$ cat src/rtl/tl_pkg.sv
// Shared TileLink definitions for the slave-port monitor: opcodes, error codes
// and the beat-count helper used by both channel beat counters.
package tl_pkg;

  localparam logic [2:0] TL_PUTFULL = 3'd0;
  localparam logic [2:0] TL_PUTPART = 3'd1;
  localparam logic [2:0] TL_ARITH   = 3'd2;
  localparam logic [2:0] TL_LOGIC   = 3'd3;
  localparam logic [2:0] TL_GET     = 3'd4;

  localparam logic [2:0] TL_ACK     = 3'd0;
  localparam logic [2:0] TL_ACKDATA = 3'd1;

  typedef enum logic [3:0] {
    TL_ERR_NONE       = 4'd0,
    TL_ERR_A_ILLEGAL  = 4'd1,
    TL_ERR_A_UNSTABLE = 4'd2,
    TL_ERR_D_UNSTABLE = 4'd3,
    TL_ERR_SRC_REUSE  = 4'd4,
    TL_ERR_D_UNEXPECT = 4'd5,
    TL_ERR_D_OPCODE   = 4'd6,
    TL_ERR_OVERFLOW   = 4'd7,
    TL_ERR_A_BURST    = 4'd8,
    TL_ERR_D_BURST    = 4'd9
  } tl_err_e;

  // Wide enough for 2**15 bytes / 4-byte beats.
  typedef logic [15:0] tl_beat_t;

  function automatic tl_beat_t tl_beats(input logic [3:0] size, input logic [3:0] beat_lg);
    tl_beat_t beats;
    if (size > beat_lg) beats = 16'd1 << (size - beat_lg);
    else beats = 16'd1;
    return beats;
  endfunction

endpackage

$ cat src/rtl/tl_beat_counter.sv
// Per-channel burst beat tracker: idle at zero, loaded with beats-1 on the first
// fire of a multi-beat message, decremented on each following fire.
module tl_beat_counter
  import tl_pkg::*;
(
  input  logic     clk,
  input  logic     srst_n,
  input  logic     fire,
  input  tl_beat_t beats,
  output logic     first,
  output logic     last
);

  tl_beat_t count_reg, count_next;

  always_comb begin
    count_next = count_reg;
    if (fire) begin
      if (count_reg == '0) begin
        if (beats > 16'd1) count_next = beats - 16'd1;
      end else begin
        count_next = count_reg - 16'd1;
      end
    end
  end

  always_ff @(posedge clk) begin
    if (!srst_n) count_reg <= '0;
    else count_reg <= count_next;
  end

  assign first = (count_reg == '0);
  assign last  = first ? (beats <= 16'd1) : (count_reg == 16'd1);

endmodule

$ cat src/rtl/tl_slave_monitor.sv
// Passive TileLink UL/UH slave-port checker: tracks per-source inflight requests
// and bursts, reports violations as a registered pulse plus a sticky first code.
module tl_slave_monitor
  import tl_pkg::*;
#(
  parameter int AW      = 32,
  parameter int DW      = 32,
  parameter int RS      = 4,
  parameter int MAX     = 2,
  parameter int ATOMIC  = 0,
  parameter int BURST   = 1,
  parameter int MAXSIZE = 4
) (
  input  logic            slave_clock_i,
  input  logic            slave_resetn_i,
  input  logic [2:0]      slave_a_opcode,
  input  logic [2:0]      slave_a_param,
  input  logic [3:0]      slave_a_size,
  input  logic [RS-1:0]   slave_a_source,
  input  logic [AW-1:0]   slave_a_address,
  input  logic [DW/8-1:0] slave_a_mask,
  input  logic [DW-1:0]   slave_a_data,
  input  logic            slave_a_corrupt,
  input  logic            slave_a_valid,
  input  logic            slave_a_ready,
  input  logic [2:0]      slave_d_opcode,
  input  logic [1:0]      slave_d_param,
  input  logic [3:0]      slave_d_size,
  input  logic [RS-1:0]   slave_d_source,
  input  logic            slave_d_denied,
  input  logic [DW-1:0]   slave_d_data,
  input  logic            slave_d_corrupt,
  input  logic            slave_d_valid,
  input  logic            slave_d_ready,
  output logic [RS:0]     outstanding_o,
  output logic            err_o,
  output logic [3:0]      err_code_o,
  output logic            err_sticky_o
);

  localparam int NSRC  = 2 ** RS;
  localparam int CNT_W = RS + 1;
  localparam int AF_W  = 3 + 3 + 4 + RS + AW + DW / 8 + DW + 1;
  localparam int DF_W  = 3 + 2 + 4 + RS + 1 + DW + 1;
  localparam int AH_W  = 3 + 3 + 4 + RS + AW;
  localparam int DH_W  = 3 + 4 + RS + 1;
  localparam logic [3:0]       BEAT_LG_L = 4'($clog2(DW / 8));
  localparam logic [3:0]       MAXSIZE_L = 4'(MAXSIZE);
  localparam logic [CNT_W-1:0] MAX_L     = CNT_W'(MAX);

  logic a_fire, d_fire;
  logic a_first, a_last, d_first, d_last;
  tl_beat_t a_beats, d_beats;

  assign a_fire = slave_a_valid & slave_a_ready;
  assign d_fire = slave_d_valid & slave_d_ready;

  always_comb begin
    a_beats = 16'd1;
    d_beats = 16'd1;
    if (slave_a_opcode == TL_PUTFULL || slave_a_opcode == TL_PUTPART)
      a_beats = tl_beats(slave_a_size, BEAT_LG_L);
    if (slave_d_opcode == TL_ACKDATA)
      d_beats = tl_beats(slave_d_size, BEAT_LG_L);
  end

  tl_beat_counter u_a_beats (
    .clk(slave_clock_i), .srst_n(slave_resetn_i), .fire(a_fire),
    .beats(a_beats), .first(a_first), .last(a_last)
  );

  tl_beat_counter u_d_beats (
    .clk(slave_clock_i), .srst_n(slave_resetn_i), .fire(d_fire),
    .beats(d_beats), .first(d_first), .last(d_last)
  );

  // Stalled-beat snapshots for the stability checks.
  logic [AF_W-1:0] a_bus, a_bus_reg;
  logic [DF_W-1:0] d_bus, d_bus_reg;
  logic            a_stall_reg, d_stall_reg;

  assign a_bus = {slave_a_opcode, slave_a_param, slave_a_size, slave_a_source, slave_a_address,
                  slave_a_mask, slave_a_data, slave_a_corrupt};
  assign d_bus = {slave_d_opcode, slave_d_param, slave_d_size, slave_d_source, slave_d_denied,
                  slave_d_data, slave_d_corrupt};

  always_ff @(posedge slave_clock_i) begin
    if (!slave_resetn_i) begin
      a_stall_reg <= 1'b0;
      d_stall_reg <= 1'b0;
      a_bus_reg   <= '0;
      d_bus_reg   <= '0;
    end else begin
      a_stall_reg <= slave_a_valid & ~slave_a_ready;
      d_stall_reg <= slave_d_valid & ~slave_d_ready;
      a_bus_reg   <= a_bus;
      d_bus_reg   <= d_bus;
    end
  end

  // Burst hold registers capture the header of each first beat.
  logic [AH_W-1:0] a_head, a_hold_reg;
  logic [DH_W-1:0] d_head, d_hold_reg;
  logic            a_set, d_clr;

  assign a_head = {slave_a_opcode, slave_a_param, slave_a_size, slave_a_source, slave_a_address};
  assign d_head = {slave_d_opcode, slave_d_size, slave_d_source, slave_d_denied};
  assign a_set  = a_fire & a_first;
  assign d_clr  = d_fire & d_last;

  always_ff @(posedge slave_clock_i) begin
    if (!slave_resetn_i) begin
      a_hold_reg <= '0;
      d_hold_reg <= '0;
    end else begin
      if (a_set) a_hold_reg <= a_head;
      if (d_fire && d_first) d_hold_reg <= d_head;
    end
  end

  // Per-source inflight state; an A set wins over a same-cycle D clear.
  logic       pending_reg     [NSRC];
  logic       expect_data_reg [NSRC];
  logic [3:0] size_reg        [NSRC];
  logic       a_wants_data;

  assign a_wants_data = (slave_a_opcode == TL_GET) || (slave_a_opcode == TL_ARITH) ||
                        (slave_a_opcode == TL_LOGIC);

  for (genvar gi = 0; gi < NSRC; gi++) begin : g_slot
    always_ff @(posedge slave_clock_i) begin
      if (!slave_resetn_i) begin
        pending_reg[gi]     <= 1'b0;
        expect_data_reg[gi] <= 1'b0;
        size_reg[gi]        <= '0;
      end else if (a_set && slave_a_source == RS'(gi)) begin
        pending_reg[gi]     <= 1'b1;
        expect_data_reg[gi] <= a_wants_data;
        size_reg[gi]        <= slave_a_size;
      end else if (d_clr && slave_d_source == RS'(gi)) begin
        pending_reg[gi]     <= 1'b0;
      end
    end
  end

  logic [CNT_W-1:0] out_reg, out_next;

  always_comb begin
    out_next = out_reg;
    if (a_set && !d_clr) begin
      if (out_reg != {CNT_W{1'b1}}) out_next = out_reg + 1'b1;
    end else if (!a_set && d_clr) begin
      if (out_reg != '0) out_next = out_reg - 1'b1;
    end
  end

  logic a_is_atomic, a_op_ok, a_size_bad, a_misalign;
  logic a_illegal, a_unstable, d_unstable, src_reuse, d_unexpect, d_opcode_err;
  logic overflow, a_burst_err, d_burst_err;
  logic [2:0] d_exp_op;

  assign a_is_atomic = (slave_a_opcode == TL_ARITH) || (slave_a_opcode == TL_LOGIC);
  assign a_op_ok     = (slave_a_opcode == TL_PUTFULL) || (slave_a_opcode == TL_PUTPART) ||
                       (slave_a_opcode == TL_GET) || ((ATOMIC != 0) && a_is_atomic);
  assign a_size_bad  = (BURST != 0) ? (slave_a_size > MAXSIZE_L) : (slave_a_size > BEAT_LG_L);
  assign a_misalign  = |(slave_a_address & ~({AW{1'b1}} << slave_a_size));
  assign a_illegal   = slave_a_valid && (!a_op_ok || a_size_bad || a_misalign ||
                                         (a_is_atomic && slave_a_size > BEAT_LG_L));

  assign a_unstable  = a_stall_reg && (!slave_a_valid || a_bus != a_bus_reg);
  assign d_unstable  = d_stall_reg && (!slave_d_valid || d_bus != d_bus_reg);

  assign src_reuse   = a_set && pending_reg[slave_a_source] &&
                       !(d_clr && slave_d_source == slave_a_source);
  assign d_unexpect  = d_fire && d_first && !pending_reg[slave_d_source];
  assign d_exp_op    = expect_data_reg[slave_d_source] ? TL_ACKDATA : TL_ACK;
  assign d_opcode_err = d_fire && pending_reg[slave_d_source] &&
                        (slave_d_opcode != d_exp_op || slave_d_size != size_reg[slave_d_source]);
  assign overflow    = a_set && !d_clr && (out_reg >= MAX_L);
  assign a_burst_err = a_fire && !a_first && (a_head != a_hold_reg);
  assign d_burst_err = d_fire && !d_first && (d_head != d_hold_reg);

  logic [9:0] err_vec;
  tl_err_e    err_code_next, err_code_reg;
  logic       err_reg, err_sticky_reg;

  assign err_vec = {d_burst_err, a_burst_err, overflow, d_opcode_err, d_unexpect,
                    src_reuse, d_unstable, a_unstable, a_illegal, 1'b0};

  // Scanning downwards leaves the lowest-numbered active code.
  always_comb begin
    err_code_next = TL_ERR_NONE;
    for (int i = 9; i >= 1; i--) begin
      if (err_vec[i]) err_code_next = tl_err_e'(4'(i));
    end
  end

  always_ff @(posedge slave_clock_i) begin
    if (!slave_resetn_i) begin
      out_reg        <= '0;
      err_reg        <= 1'b0;
      err_code_reg   <= TL_ERR_NONE;
      err_sticky_reg <= 1'b0;
    end else begin
      out_reg <= out_next;
      err_reg <= |err_vec;
      if (|err_vec && !err_sticky_reg) begin
        err_code_reg   <= err_code_next;
        err_sticky_reg <= 1'b1;
      end
    end
  end

  assign outstanding_o = out_reg;
  assign err_o         = err_reg;
  assign err_code_o    = err_code_reg;
  assign err_sticky_o  = err_sticky_reg;

endmodule

$ cat config.mk
export PLATFORM = sky130hd
export DESIGN_NAME = tl_slave_monitor
export DESIGN_NICKNAME = d
export VERILOG_FILES = /design/src/rtl/tl_pkg.sv /design/src/rtl/tl_beat_counter.sv /design/src/rtl/tl_slave_monitor.sv
export SDC_FILE = /design/constraint.sdc
export NUM_CORES = 1
export LEC_CHECK = 0
export ABC_CLOCK_PERIOD_IN_PS = 4800
export CAP_MARGIN = 20
export CORE_AREA = 2 2 183 185
export CTS_CLUSTER_DIAMETER = 40
export DETAILED_ROUTE_END_ITERATION = 16
export DIE_AREA = 0 0 185 187
export PLACE_DENSITY_LB_ADDON = 0.15
export SLEW_MARGIN = 40
export SYNTH_ARGS = -nofsm -noshare
export SYNTH_HDL_FRONTEND = slang
export SYNTH_SLANG_ARGS = --single-unit
$ cat constraint.sdc
create_clock -name slave_clock_i -period 4.8 [get_ports slave_clock_i]
set_input_delay 0.96 -clock slave_clock_i [delete_from_list [all_inputs] [get_ports slave_clock_i]]
set_output_delay 0.96 -clock slave_clock_i [all_outputs]
set_load 0.01 [all_outputs]
==> impl_results.html <==
<table>
<tr><th>Metric</th><th>Value</th></tr>
<tr><th colspan="2">Route</th></tr>
<tr><td>Detailed-route via count</td><td>13100</td></tr>
<tr><td>Detailed router's first-iteration violation count</td><td>867</td></tr>
<tr><td>Wire per inst</td><td>18.2 um</td></tr>
<tr><td>Top layer used by detailed routing</td><td>met5</td></tr>
<tr><td>First-pass iteration count of the detailed router</td><td>7</td></tr>
<tr><td>Met2 wire len</td><td>19.6 mm</td></tr>
<tr><td>Final WL</td><td>43.3 mm</td></tr>
<tr><td>DRC viols</td><td>0</td></tr>
<tr><td>Post-detailed-route count of antenna-violating nets</td><td>0</td></tr>
<tr><td>Number of vias per cell after detailed routing</td><td>5.49</td></tr>
<tr><td>Met1 Routed Length</td><td>19.9 mm</td></tr>
<tr><td>Met3 WL</td><td>2.77 mm</td></tr>
<tr><th colspan="2">Place</th></tr>
<tr><td>Buffers on Ports</td><td>146</td></tr>
<tr><td>Routability congestion estimate</td><td>0.861</td></tr>
<tr><td>Detailed placement HPWL</td><td>30.5 mm</td></tr>
<tr><th colspan="2">CTS</th></tr>
<tr><td>Hold-fix buffers at CTS</td><td>0</td></tr>
<tr><td>Number of buffers created by CTS</td><td>47</td></tr>
<tr><td>Clock root cell</td><td>clkbuf_16</td></tr>
<tr><td>Post-CTS setup-driven buffer insertion count</td><td>0</td></tr>
<tr><td>Buffer levels on the longest clock path</td><td>3</td></tr>
<tr><td>Clock latency on the worst-skew pair</td><td>0.59 ns</td></tr>
<tr><td>CTS clock-pin slew for the worst setup and hold paths</td><td>0.05 ns</td></tr>
<tr><td>CTS H-tree lvls</td><td>2</td></tr>
<tr><td>Clock Sink Count</td><td>329</td></tr>
<tr><td>TritonCTS clock tree</td><td>yes</td></tr>
<tr><td>Number of cells upsized or downsized after cts</td><td>0</td></tr>
<tr><th colspan="2">Global route</th></tr>
<tr><td>Antenna violations before repair</td><td>3</td></tr>
<tr><td>Global-route usage over all layers</td><td>25.0%</td></tr>
<tr><td>Pin count of the biggest net entering global routing</td><td>89</td></tr>
<tr><td>Wire length of the first global-routing pass</td><td>68.2 mm</td></tr>
<tr><td>GRT Residual Overflow</td><td>0</td></tr>
<tr><td>Number of global-route vias before repair</td><td>12600</td></tr>
<tr><th colspan="2">Setup path</th></tr>
<tr><td>Endpoint class of the critical path</td><td>flip-flop</td></tr>
<tr><td>Reg2reg start</td><td>u_a_beats.count_reg[0]</td></tr>
<tr><td>Minimum setup slack among reg-to-reg paths</td><td>1.07 ns</td></tr>
<tr><td>Required arrival time at the worst endpoint</td><td>5.23 ns</td></tr>
<tr><td>Worst Path Class, Setup</td><td>primary input to flip-flop</td></tr>
<tr><td>Data arrival, critical path</td><td>4.71 ns</td></tr>
<tr><td>End of the worst register-to-register path</td><td>outstanding_o[4]</td></tr>
<tr><td>Worst r2r path cells</td><td>16</td></tr>
<tr><td>Highest fanout seen on the critical path</td><td>3</td></tr>
<tr><td>Launching element type of the critical path</td><td>primary input</td></tr>
<tr><th colspan="2">Die</th></tr>
<tr><td>Chip Height</td><td>187 um</td></tr>
<tr><td>Top Ports</td><td>147</td></tr>
<tr><td>Std cell rows</td><td>67</td></tr>
<tr><td>Die Area</td><td>34600 um2</td></tr>
<tr><td>Area of the core region</td><td>32900 um2</td></tr>
<tr><td>Die X-Extent</td><td>185 um</td></tr>
<tr><td>Initial cell density of the core</td><td>49.1%</td></tr>
<tr><th colspan="2">Logic synthesis</th></tr>
<tr><td>Share of Yosys cell area claimed by the top area cell type</td><td>29.1%</td></tr>
<tr><td>Count of cell types in the netlist</td><td>89</td></tr>
<tr><td>Synth warn</td><td>0</td></tr>
<tr><td>Cell count after synthesis</td><td>1734</td></tr>
<tr><td>Dominant cell type by area after synthesis</td><td>dfxtp_1</td></tr>
<tr><td>Count of flip-flops with a built-in enable after synthesis</td><td>94</td></tr>
<tr><td>Synth top area cells</td><td>dfxtp_1 29%, edfxtp_1 17%, xnor2_1 6.2%</td></tr>
<tr><td>Area of the mapped netlist</td><td>16100 um2</td></tr>
<tr><td>Post-synth ARST share</td><td>0%</td></tr>
<tr><td>Share of synthesized area occupied by flip-flops and latches</td><td>46.6%</td></tr>
<tr><td>Post-Syn Nets</td><td>1890</td></tr>
<tr><td>Syn avg cell area</td><td>9.31 um2</td></tr>
<tr><td>#FFs+latches synth</td><td>329</td></tr>
<tr><td>Leading register cell type out of synthesis</td><td>dfxtp_1</td></tr>
<tr><th colspan="2">Timing</th></tr>
<tr><td>Crit path time final</td><td>4.28 ns</td></tr>
<tr><td>Relative slew margins</td><td>44.1%</td></tr>
<tr><td>Post-Route Setup TNS</td><td>0 ns</td></tr>
<tr><td>Slew at the pin closest to its max-slew limit</td><td>0.831 ns</td></tr>
<tr><td>Max Clk Rate</td><td>0.234 GHz</td></tr>
<tr><td>Clock skew after layout</td><td>0.0253 ns</td></tr>
<tr><td>Period utilisation layout</td><td>89.2%</td></tr>
<tr><td>Number of pins exceeding their max-slew limit in the final report</td><td>0</td></tr>
<tr><td>Total of endpoints with negative setup slack in the final report</td><td>0</td></tr>
<tr><td>Unrepaired setup endpoints after global routing</td><td>no</td></tr>
<tr><td>Endpoints failing hold</td><td>0</td></tr>
<tr><th colspan="2">Pwr</th></tr>
<tr><td>Logic pwr share</td><td>30.3%</td></tr>
<tr><td>Power Density</td><td>497 nW/um2</td></tr>
<tr><td>Portion of total power attributed to the clock network</td><td>35.2%</td></tr>
<tr><td>Fraction of power consumed by sequential logic</td><td>34.5%</td></tr>
<tr><td>Internal Pwr Total</td><td>6.53 mW</td></tr>
<tr><td>Leakage Power</td><td>7.44 nW</td></tr>
<tr><td>Peak ir drop on the vdd network</td><td>447 uV</td></tr>
<tr><td>Switching portion of total power</td><td>33.8%</td></tr>
<tr><td>Total net switching power</td><td>3.33 mW</td></tr>
<tr><td>Power consumption</td><td>9.87 mW</td></tr>
<tr><th colspan="2">Layout</th></tr>
<tr><td>Net count of the finished layout</td><td>2049</td></tr>
<tr><td>Flip-flop count of the largest register after layout</td><td>83</td></tr>
<tr><td>Fraction of layout cells with a size suffix above 1</td><td>9.73%</td></tr>
<tr><td>Fill count</td><td>2837</td></tr>
<tr><td>Area growth syn-to-layout</td><td>22.9%</td></tr>
<tr><td>Finished Core Util</td><td>60.4%</td></tr>
<tr><th colspan="2">Hold path</th></tr>
<tr><td>End of the worst hold path</td><td>d_hold_reg[8]</td></tr>
<tr><td>HP Class</td><td>flip-flop to flip-flop</td></tr>
<tr><td>Number of cells on the worst hold path</td><td>2</td></tr>
<tr><td>Start point of the worst hold path</td><td>d_hold_reg[8]</td></tr>
<tr><th colspan="2">Status</th></tr>
<tr><td>Result of the run</td><td>completed</td></tr>
<tr><th colspan="2">Job</th></tr>
<tr><td>Max Cap Violations</td><td>0</td></tr>
</table>
-- metrics by stage --
stage / hold slack (ns) / worst slack, ns / cells / instance area (um2)
detailed placement: 0.457 / -0.0491 / 2292 / 18200
CTS: 0.464 / 0.544 / 2380 / 19800
floorplan: 0.435 / 0.0705 / 1734 / 16200
global route: 0.473 / 0.194 / 2381 / 19800
global placement: 0.449 / 0.0557 / 2290 / 18200
finish: 0.462 / 0.519 / 2381 / 19800
-- routing by layer --
metal | GRT usage [%] | up-vias
met4 | 7.33 | 4
met1 | 35.1 | 6231
li1 | - | 6345
met5 | 0 | -
met2 | 39.6 | 425
met3 | 4.42 | 68
-- cell usage after synthesis, types with 7 or more instances --
cell type  count
dfxtp_1      235
nand2_1      209
nor2_1       181
a21oi_1      131
xnor2_1      115
and2_1       110
edfxtp_1      94
clkbuf_1      66
xor2_1        66
inv_1         62
o21ai_0       53
nand4_1       44
nor4_1        29
nor3_1        28
mux2i_1       25
nand3_1       23
ha_1          19
buf_2         15
nor2b_1       15
mux4_2        14
a22oi_1       13
o21bai_1      13
o22ai_1       11
a211oi_1      10
nand2b_1      10
and3_1         7
or3_1          7
-- power by group through the flow --
stage	logic (mW)	registers [mW]	clock network, mW
finish	2.99	3.41	3.47
CTS	2.96	3.40	3.52
global placement	2.86	3.44	0
global route	3.32	3.44	3.64
floorplan	2.07	3.41	0
detailed placement	2.94	3.45	0
-- critical path, cell delays in order --
cell	delay, ns
clkdlybuf4s50_1	0.48
inv_1	0.06
ha_1	0.22
xnor2_2	0.18
nand3_1	0.12
a22oi_1	0.18
nand2b_1	0.14
inv_1	0.06
ha_1	0.21
nor2_1	0.16
a21oi_1	0.07
and2_1	0.17
o21ai_1	0.24
ha_1	0.22
inv_1	0.09
fa_1	0.38
a21o_1	0.17
a21oi_1	0.17
xnor2_1	0.14
nand2_1	0.08
xor2_1	0.14
nor2_1	0.05
-- area by class of cell --
class	count	area (um2)	area share [%]
Tap cell	448	561	2.83
Clock buffer	63	1330	6.69
Inverter	65	250	1.26
Clock inverter	25	285	1.44
Multi-Input combinational cell	1247	7970	40.1
Antenna cell	1	2.50	0.0126
Sequential cell	329	7530	37.9
Timing Repair Buffer	203	1920	9.69
-- cell usage in the layout (no fill, tap or decap), types with 23 or more instances in the layout --
cell type,instances
nand2_1,209
edfxtp_1,94
clkbuf_16,47
buf_4,56
o21ai_0,52
inv_1,62
dfxtp_1,235
nor4_1,29
xor2_1,66
clkdlybuf4s50_1,144
nor3_1,28
nand3_1,23
xnor2_1,114
a21oi_1,131
mux2i_1,25
nand4_1,44
nor2_1,179
and2_1,110
-- logic make-up (layout without fill, tap and decap cells) --
logic type      count (synthesis)  count (layout)  share of synthesized area [%]
mux                            46              46                           4.55
simple gates                  695             695                           21.0
compound gates                304             304                           12.2
other cells                     0               1                              0
buf+inv                       158             356                           4.17
flops                         329             329                           46.6
xor+xnor                      181             181                           9.82
fa+ha+maj                      21              21                           1.66
-- worst max path at each step --
stage,cells past startpoint,slack (ns),to,start
6_report,22,0.52,outstanding_o[4],slave_d_size[1]
3_5_place_dp,22,-0.05,outstanding_o[4],slave_d_size[1]
3_3_place_gp,22,0.06,outstanding_o[4],slave_d_size[1]
4_1_cts,22,0.54,outstanding_o[4],slave_d_size[1]
2_1_floorplan,23,0.07,outstanding_o[4],slave_d_size[2]
5_1_grt,22,0.19,outstanding_o[4],slave_d_size[1]
No activity file was read; power rests on OpenSTA's default activity.
